## config.mk

```make
export PLATFORM = sky130hd
export DESIGN_NAME = spi_arbiter_flat
export DESIGN_NICKNAME = d
export VERILOG_FILES = /design/src/rtl/spi_arbiter_pkg.sv /design/src/rtl/spi_arbiter_if.sv /design/src/rtl/spi_arbiter_rr.sv /design/src/rtl/spi_arbiter.sv /design/src/flat_wrapper.sv
export SDC_FILE = /design/constraint.sdc
export NUM_CORES = 1
export LEC_CHECK = 0
export ABC_AREA = 1
export BUFFER_PORTS_ARGS = -buffer_cell sky130_fd_sc_hd__clkbuf_2
export CORE_ASPECT_RATIO = 0.5
export CORE_MARGIN = 2
export CORE_UTILIZATION = 36
export DETAILED_ROUTE_END_ITERATION = 6
export GPL_TIMING_DRIVEN = 0
export PLACE_DENSITY = 0.7
export SYNTH_ARGS = -nofsm -noshare
export SYNTH_HDL_FRONTEND = slang
export SYNTH_SLANG_ARGS = --single-unit
```

## constraint.sdc

```tcl
create_clock -name clk -period 5.25 [get_ports clk]
set_input_delay 0.525 -clock clk [delete_from_list [all_inputs] [get_ports clk]]
set_output_delay 0.525 -clock clk [all_outputs]
set_load 0.05 [all_outputs]
```

## src/rtl/spi_arbiter_pkg.sv

```systemverilog
// spi_arb_pkg: shared definitions for the SPI arbiter.
//   state_t      - FSM encoding, also exported on the dbg_state port
//   DEF_*        - default parameter values for NUM_REQ, DATA_W and TIMEOUT
package spi_arb_pkg;

    typedef enum logic [1:0] {
        ST_IDLE  = 2'd0,
        ST_START = 2'd1,
        ST_WAIT  = 2'd2,
        ST_RESP  = 2'd3
    } state_t;

    localparam int DEF_NUM_REQ = 4;
    localparam int DEF_DATA_W  = 8;
    localparam int DEF_TIMEOUT = 64;

endpackage

```

## src/rtl/spi_arbiter_if.sv

```systemverilog
// spi_arbiter_if: bundles the requester side and the SPI-master side of the
// arbiter.
//
// Handshake semantics (one place for all of them):
//   req[i] is a level request that the requester holds until it sees gnt[i].
//   gnt[i] is a one-cycle pulse meaning "your frame has been latched"; the
//   requester may change req/req_tx_data from the next cycle on.
//   rsp_valid[i] is a one-cycle pulse; rsp_data and rsp_err are meaningful
//   only in that cycle. There is no back-pressure on responses.
//   spi_start is a one-cycle pulse; spi_tx_data/spi_sel stay stable until the
//   arbiter returns to idle. spi_done is a one-cycle pulse that qualifies
//   spi_rx_data. spi_busy=1 blocks arbitration.
//
// Modports:
//   master - the arbiter (drives gnt, rsp_*, spi_start, spi_tx_data, spi_sel)
//   slave  - the environment (requesters plus SPI master)
interface spi_arbiter_if #(
    parameter int NUM_REQ = 4,
    parameter int DATA_W  = 8
);
    localparam int IDX_W = $clog2(NUM_REQ);

    logic [NUM_REQ-1:0]        req;
    logic [NUM_REQ*DATA_W-1:0] req_tx_data;
    logic [NUM_REQ-1:0]        gnt;
    logic [NUM_REQ-1:0]        rsp_valid;
    logic [DATA_W-1:0]         rsp_data;
    logic                      rsp_err;
    logic                      spi_start;
    logic [DATA_W-1:0]         spi_tx_data;
    logic [IDX_W-1:0]          spi_sel;
    logic                      spi_busy;
    logic                      spi_done;
    logic [DATA_W-1:0]         spi_rx_data;

    modport master (
        input  req, req_tx_data, spi_busy, spi_done, spi_rx_data,
        output gnt, rsp_valid, rsp_data, rsp_err, spi_start, spi_tx_data, spi_sel
    );

    modport slave (
        output req, req_tx_data, spi_busy, spi_done, spi_rx_data,
        input  gnt, rsp_valid, rsp_data, rsp_err, spi_start, spi_tx_data, spi_sel
    );

endinterface

```

## src/rtl/spi_arbiter_rr.sv

```systemverilog
// rr_arbiter: combinational round-robin pick.
//   req      - request vector
//   last_idx - index of the requester served last
//   valid    - at least one request is present
//   idx      - first requesting index at or after (last_idx+1) mod NUM_REQ
module rr_arbiter #(
    parameter int NUM_REQ = 4,
    parameter int IDX_W   = $clog2(NUM_REQ)
) (
    input  logic [NUM_REQ-1:0] req,
    input  logic [IDX_W-1:0]   last_idx,
    output logic               valid,
    output logic [IDX_W-1:0]   idx
);

    int               cand;
    logic [IDX_W-1:0] cand_idx;

    // Scan from the farthest candidate to the nearest so the nearest
    // requesting index after last_idx is the one left in idx.
    always_comb begin
        valid    = |req;
        idx      = '0;
        cand     = 0;
        cand_idx = '0;
        for (int k = NUM_REQ; k >= 1; k--) begin
            cand = int'(last_idx) + k;
            if (cand >= NUM_REQ) begin
                cand = cand - NUM_REQ;
            end
            cand_idx = IDX_W'(cand);
            if (req[cand_idx]) begin
                idx = cand_idx;
            end
        end
    end

endmodule

```

## src/rtl/spi_arbiter.sv

```systemverilog
// spi_arbiter: shares one SPI master between NUM_REQ requesters.
//   clk, rst  - clock, synchronous active-high reset
//   bus       - spi_arbiter_if.master (requester and SPI-master signals)
//   dbg_state - current FSM state
// Flow: IDLE (round-robin pick, blocked while spi_busy) -> START (one cycle:
// gnt + spi_start) -> WAIT (until spi_done or TIMEOUT cycles) -> RESP (one
// cycle: rsp_valid) -> IDLE. Every output is a register.
module spi_arbiter
    import spi_arb_pkg::*;
#(
    parameter int NUM_REQ = DEF_NUM_REQ,
    parameter int DATA_W  = DEF_DATA_W,
    parameter int TIMEOUT = DEF_TIMEOUT
) (
    input  logic          clk,
    input  logic          rst,
    spi_arbiter_if.master bus,
    output state_t        dbg_state
);

    localparam int IDX_W = $clog2(NUM_REQ);
    localparam int CNT_W = $clog2(TIMEOUT);
    localparam logic [CNT_W-1:0] CNT_LAST = CNT_W'(TIMEOUT - 1);

    state_t             state;
    logic [IDX_W-1:0]   idx;
    logic [IDX_W-1:0]   last_idx;
    logic [CNT_W-1:0]   cnt;

    logic [NUM_REQ-1:0] gnt_r;
    logic [NUM_REQ-1:0] rsp_valid_r;
    logic [DATA_W-1:0]  rsp_data_r;
    logic               rsp_err_r;
    logic               spi_start_r;
    logic [DATA_W-1:0]  spi_tx_r;
    logic [IDX_W-1:0]   spi_sel_r;

    logic               arb_valid;
    logic [IDX_W-1:0]   arb_idx;
    logic [DATA_W-1:0]  arb_frame;
    logic [NUM_REQ-1:0] arb_onehot;
    logic [NUM_REQ-1:0] idx_onehot;

    rr_arbiter #(
        .NUM_REQ (NUM_REQ),
        .IDX_W   (IDX_W)
    ) u_rr (
        .req      (bus.req),
        .last_idx (last_idx),
        .valid    (arb_valid),
        .idx      (arb_idx)
    );

    // Frame mux and one-hot decodes use constant slices only.
    always_comb begin
        arb_frame  = '0;
        arb_onehot = '0;
        idx_onehot = '0;
        for (int i = 0; i < NUM_REQ; i++) begin
            if (arb_idx == IDX_W'(i)) begin
                arb_frame     = bus.req_tx_data[i*DATA_W +: DATA_W];
                arb_onehot[i] = 1'b1;
            end
            if (idx == IDX_W'(i)) begin
                idx_onehot[i] = 1'b1;
            end
        end
    end

    always_ff @(posedge clk) begin
        if (rst) begin
            state       <= ST_IDLE;
            idx         <= '0;
            last_idx    <= IDX_W'(NUM_REQ - 1);
            cnt         <= '0;
            gnt_r       <= '0;
            rsp_valid_r <= '0;
            rsp_data_r  <= '0;
            rsp_err_r   <= 1'b0;
            spi_start_r <= 1'b0;
            spi_tx_r    <= '0;
            spi_sel_r   <= '0;
        end else begin
            case (state)
                ST_IDLE: begin
                    if (arb_valid && !bus.spi_busy) begin
                        idx         <= arb_idx;
                        spi_sel_r   <= arb_idx;
                        spi_tx_r    <= arb_frame;
                        gnt_r       <= arb_onehot;
                        spi_start_r <= 1'b1;
                        state       <= ST_START;
                    end
                end
                ST_START: begin
                    gnt_r       <= '0;
                    spi_start_r <= 1'b0;
                    cnt         <= '0;
                    state       <= ST_WAIT;
                end
                ST_WAIT: begin
                    // done is tested first so it wins over a same-cycle timeout.
                    if (bus.spi_done) begin
                        rsp_valid_r <= idx_onehot;
                        rsp_data_r  <= bus.spi_rx_data;
                        rsp_err_r   <= 1'b0;
                        state       <= ST_RESP;
                    end else if (cnt == CNT_LAST) begin
                        rsp_valid_r <= idx_onehot;
                        rsp_data_r  <= '0;
                        rsp_err_r   <= 1'b1;
                        state       <= ST_RESP;
                    end else begin
                        cnt <= cnt + 1'b1;
                    end
                end
                ST_RESP: begin
                    rsp_valid_r <= '0;
                    rsp_data_r  <= '0;
                    rsp_err_r   <= 1'b0;
                    last_idx    <= idx;
                    state       <= ST_IDLE;
                end
                default: begin
                    state <= ST_IDLE;
                end
            endcase
        end
    end

    assign bus.gnt         = gnt_r;
    assign bus.rsp_valid   = rsp_valid_r;
    assign bus.rsp_data    = rsp_data_r;
    assign bus.rsp_err     = rsp_err_r;
    assign bus.spi_start   = spi_start_r;
    assign bus.spi_tx_data = spi_tx_r;
    assign bus.spi_sel     = spi_sel_r;
    assign dbg_state       = state;

endmodule

```

## src/flat_wrapper.sv

```systemverilog
// flat-port wrapper written by rule: the top's interface ports become plain ports
module spi_arbiter_flat import spi_arb_pkg::*;
#(
    parameter int NUM_REQ = DEF_NUM_REQ,
    parameter int DATA_W  = DEF_DATA_W,
    parameter int TIMEOUT = DEF_TIMEOUT
)
  (clk, rst, dbg_state, bus_req, bus_req_tx_data, bus_spi_busy, bus_spi_done, bus_spi_rx_data, bus_gnt, bus_rsp_valid, bus_rsp_data, bus_rsp_err, bus_spi_start, bus_spi_tx_data, bus_spi_sel);
  spi_arbiter_if #(.NUM_REQ(NUM_REQ), .DATA_W(DATA_W)) bus_i ();
  input  logic clk;
  input  logic rst;
  output state_t dbg_state;
  input wire logic [$bits(bus_i.req)-1:0] bus_req;
  input wire logic [$bits(bus_i.req_tx_data)-1:0] bus_req_tx_data;
  input wire logic [$bits(bus_i.spi_busy)-1:0] bus_spi_busy;
  input wire logic [$bits(bus_i.spi_done)-1:0] bus_spi_done;
  input wire logic [$bits(bus_i.spi_rx_data)-1:0] bus_spi_rx_data;
  output wire logic [$bits(bus_i.gnt)-1:0] bus_gnt;
  output wire logic [$bits(bus_i.rsp_valid)-1:0] bus_rsp_valid;
  output wire logic [$bits(bus_i.rsp_data)-1:0] bus_rsp_data;
  output wire logic [$bits(bus_i.rsp_err)-1:0] bus_rsp_err;
  output wire logic [$bits(bus_i.spi_start)-1:0] bus_spi_start;
  output wire logic [$bits(bus_i.spi_tx_data)-1:0] bus_spi_tx_data;
  output wire logic [$bits(bus_i.spi_sel)-1:0] bus_spi_sel;
  assign bus_i.req = bus_req;
  assign bus_i.req_tx_data = bus_req_tx_data;
  assign bus_i.spi_busy = bus_spi_busy;
  assign bus_i.spi_done = bus_spi_done;
  assign bus_i.spi_rx_data = bus_spi_rx_data;
  assign bus_gnt = bus_i.gnt;
  assign bus_rsp_valid = bus_i.rsp_valid;
  assign bus_rsp_data = bus_i.rsp_data;
  assign bus_rsp_err = bus_i.rsp_err;
  assign bus_spi_start = bus_i.spi_start;
  assign bus_spi_tx_data = bus_i.spi_tx_data;
  assign bus_spi_sel = bus_i.spi_sel;
  spi_arbiter #(.NUM_REQ(NUM_REQ), .DATA_W(DATA_W), .TIMEOUT(TIMEOUT)) u_core (.clk(clk), .rst(rst), .bus(bus_i), .dbg_state(dbg_state));
endmodule
```

==> impl_metrics.yaml <==
sta:
  period_minus_slack_ns: 2.053
  worstMarginPinSlew_ns: 0.6119
  relSlewSlack: 0.5877
  fin_tns_setup_ns: 0
  rsz0062_at_grt: "false"
  period_share: 0.3911
  finalMaxSlewViolations: 0
  finalHoldViolations: 0
  setup_viol: 0
  finalClockSkew_ns: 0.002544
  timing.fmax_mhz: 487.0
synth:
  ys_types: 24
  synth_top_area_frac: 0.3755
  syn_nets: 342
  synth_area_leaders: "dfxtp_1 38%, nand2_1 14%, a21oi_1 8.2%, nand3_1 8.2%, nand4_1 5.6%"
  ys.flop_type: "dfxtp_1"
  synth-edff-count: 0
  syn_inst: 288
  synthArstFlopShare: 0
  synth_warnings: 0
  netlist_area_um2: 2026
  synth_common_cells: "74 x nand2_1, 38 x dfxtp_1, 33 x a21oi_1, 33 x nand3_1, 26 x inv_1"
  synth.most_common_cell: "nand2_1"
  synth-seq-cells: 38
  synth_area_per_cell_um2: 7.034
  ys_seq_area_frac: 0.3755
  yosysTopAreaCell: "dfxtp_1"
clock_network:
  clock_latency_ns: 0.29
  clock-root-buffer: "clkbuf_8"
  cts_setup_buffers: 0
  cts_hold_buf: 0
  clockBufferDepth: 2
  cts_sinks: 38
  cts_tree: "done"
  htree_levels: 2
  numCtsBuffers: 5
  cts_resized: 0
  path_clk_slew_ns: 0.07
routing:
  detail_route.first_pass.iterations: 4
  drtAntennaViolNets: 0
  vias: 2151
  wirelength_um: 5130
  drtIter0Drc: 105
  viasPerCell: 4.834
  wl_per_cell_um: 11.53
  route.detailed.drc: 0
global_route:
  grt_pass1_wl_um: 8404
  first_global_vias: 1902
  grt_max_degree: 13
  grt_antenna_before_repair: 0
  overflow: 0
  track_usage: 0.1706
setup_path:
  end_kind: "register"
  max_stage_delay_ns: 0.40
  path_delay_family: "simple AND/OR/NAND/NOR gates"
  rr_worst_depth: 10
  start_kind: "register"
  cp_max_fo: 6
  path_depth: 10
  cp_slowest_cell: "dfxtp_1"
  cp.arrival_ns: 2.26
  path_cells: "inv_1 -> ha_1 -> o21ai_0 -> inv_1 -> nor2_1 -> nand3_1 -> nor2_1 -> nand2_1 -> nand2_1 -> nor3b_1"
  path_buf_inv: 2
  cp_data_required_time_ns: 5.46
  critPathKind: "register to register"
hold_path:
  hold_class: "register to register"
  whs_path_depth: 2
placement:
  postPlaceCellArea_um2: 2497
  hpwl_um: 3965
  io_buffers: 76
  finalWeightedCongestion: 0.7634
power:
  power_density_nw_per_um2: 573.5
  vdd_ir_drop_max_mv: 0.2551
  p_leak_uw: 0.001247
finish:
  area_delta_synth_final_pct: 30.33
  fin_nets: 425
  drive_gt1_frac: 0.2876
  final_area_um2: 2640
  diodes: 0
die:
  io_pins: 78
  rows: 19
  die_area_um2: 6279
  dieWidth_um: 110.1
  die_h_um: 57.04
  core_um2: 5444
  initial_core_util: 0.3721
job:
  drv_cap: 0
status:
  outcome: "complete, no violations"
-- sequential cells by signal, summed over array words and instances, names as in the netlist --
name                    cells
u_core.bus.spi_start        1
u_core.dbg_state            2
u_core.bus.gnt              4
u_core.bus.spi_tx_data      8
u_core.bus.rsp_err          1
u_core.bus.rsp_data         8
u_core.idx                  2
u_core.last_idx             2
u_core.bus.rsp_valid        4
u_core.cnt                  6
-- cell usage in the layout, fill, tap and decap left out, types with 2 or more instances in the layout --
master     instances
clkbuf_2          76
nand2_1           74
dfxtp_1           38
nand3_1           33
a21oi_1           33
inv_1             26
nand4_1           18
o21ai_0           10
nor2_1            10
clkbuf_1           7
nand2_2            7
ha_1               6
clkbuf_8           6
nand2_4            4
nor3_1             3
a211oi_1           3
inv_2              3
nor3b_1            2
buf_6              2
nor2_4             2
buf_4              2
bufinv_16          2
-- through the flow --
step	total power, uW	hold WS (ns)	setup slack [ns]	instances	util
after floorplan	1028	0.4586	3.062	288	-
after global placement	1212	0.4546	3.095	437	0.4587
after detailed placement	1215	0.4576	3.097	437	0.4587
after CTS	1524	0.4693	3.193	445	0.4849
after global routing	1628	0.4868	2.997	445	0.4849
final	1514	0.4657	3.197	445	0.4849
-- cells by family (layout without fill, tap and decap cells) --
group                      after synthesis  after routing  share of synthesized area
and+or+nand+nor                        154            154                     0.3712
AOI/OAI and AO/OA                       49             49                     0.1285
buffers and inverters                   41            125                    0.08770
DFF                                     38             38                     0.3755
adders and majority gates                6              6                    0.03706
-- worst reg2reg max path, stage by stage (launching register included) --
cell     delay (ns)
dfxtp_1        0.40
inv_1          0.11
ha_1           0.27
o21ai_0        0.37
inv_1          0.13
nor2_1         0.15
nand3_1        0.11
nor2_1         0.14
nand2_1        0.09
nand2_1        0.05
nor3b_1        0.16
-- final cells by class --
cell class | count | area (um2)
plain buffers | 12 | 68.82
clock buffers | 6 | 82.58
clock inverters | 2 | 60.06
fillers | 576 | 2804
inverters | 29 | 108.9
multi-input cells | 209 | 1087
flip-flops and latches | 38 | 760.7
well taps | 73 | 91.34
repair buffers | 76 | 380.4
-- report_power, final --
group / internal [uW] / switching, uW / total, uW
clock: 203 / 103 / 306
combinational: 234 / 581 / 815
sequential: 349 / 44.5 / 393
total: 785 / 729 / 1510
-- worst paths after layout --
check,startpoint,to,slack (ns)
setup reg to reg,u_core.dbg_state[0],u_core.cnt[5],3.20
setup / recovery,u_core.dbg_state[0],u_core.cnt[5],3.20
hold / removal,u_core.bus.rsp_valid[1],u_core.bus.rsp_valid[1],0.47
hold reg to reg,u_core.bus.rsp_valid[1],u_core.bus.rsp_valid[1],0.47
-- routing by layer --
metal,global-route usage,part of all wire,vias up
li1,-,-,1131
met1,0.2281,0.48,974
met2,0.2761,0.47,38
met3,0.03429,0.038,8
met4,0.05967,0.012,0
met5,0,0,-
No activity file was read; power rests on OpenSTA's default activity.
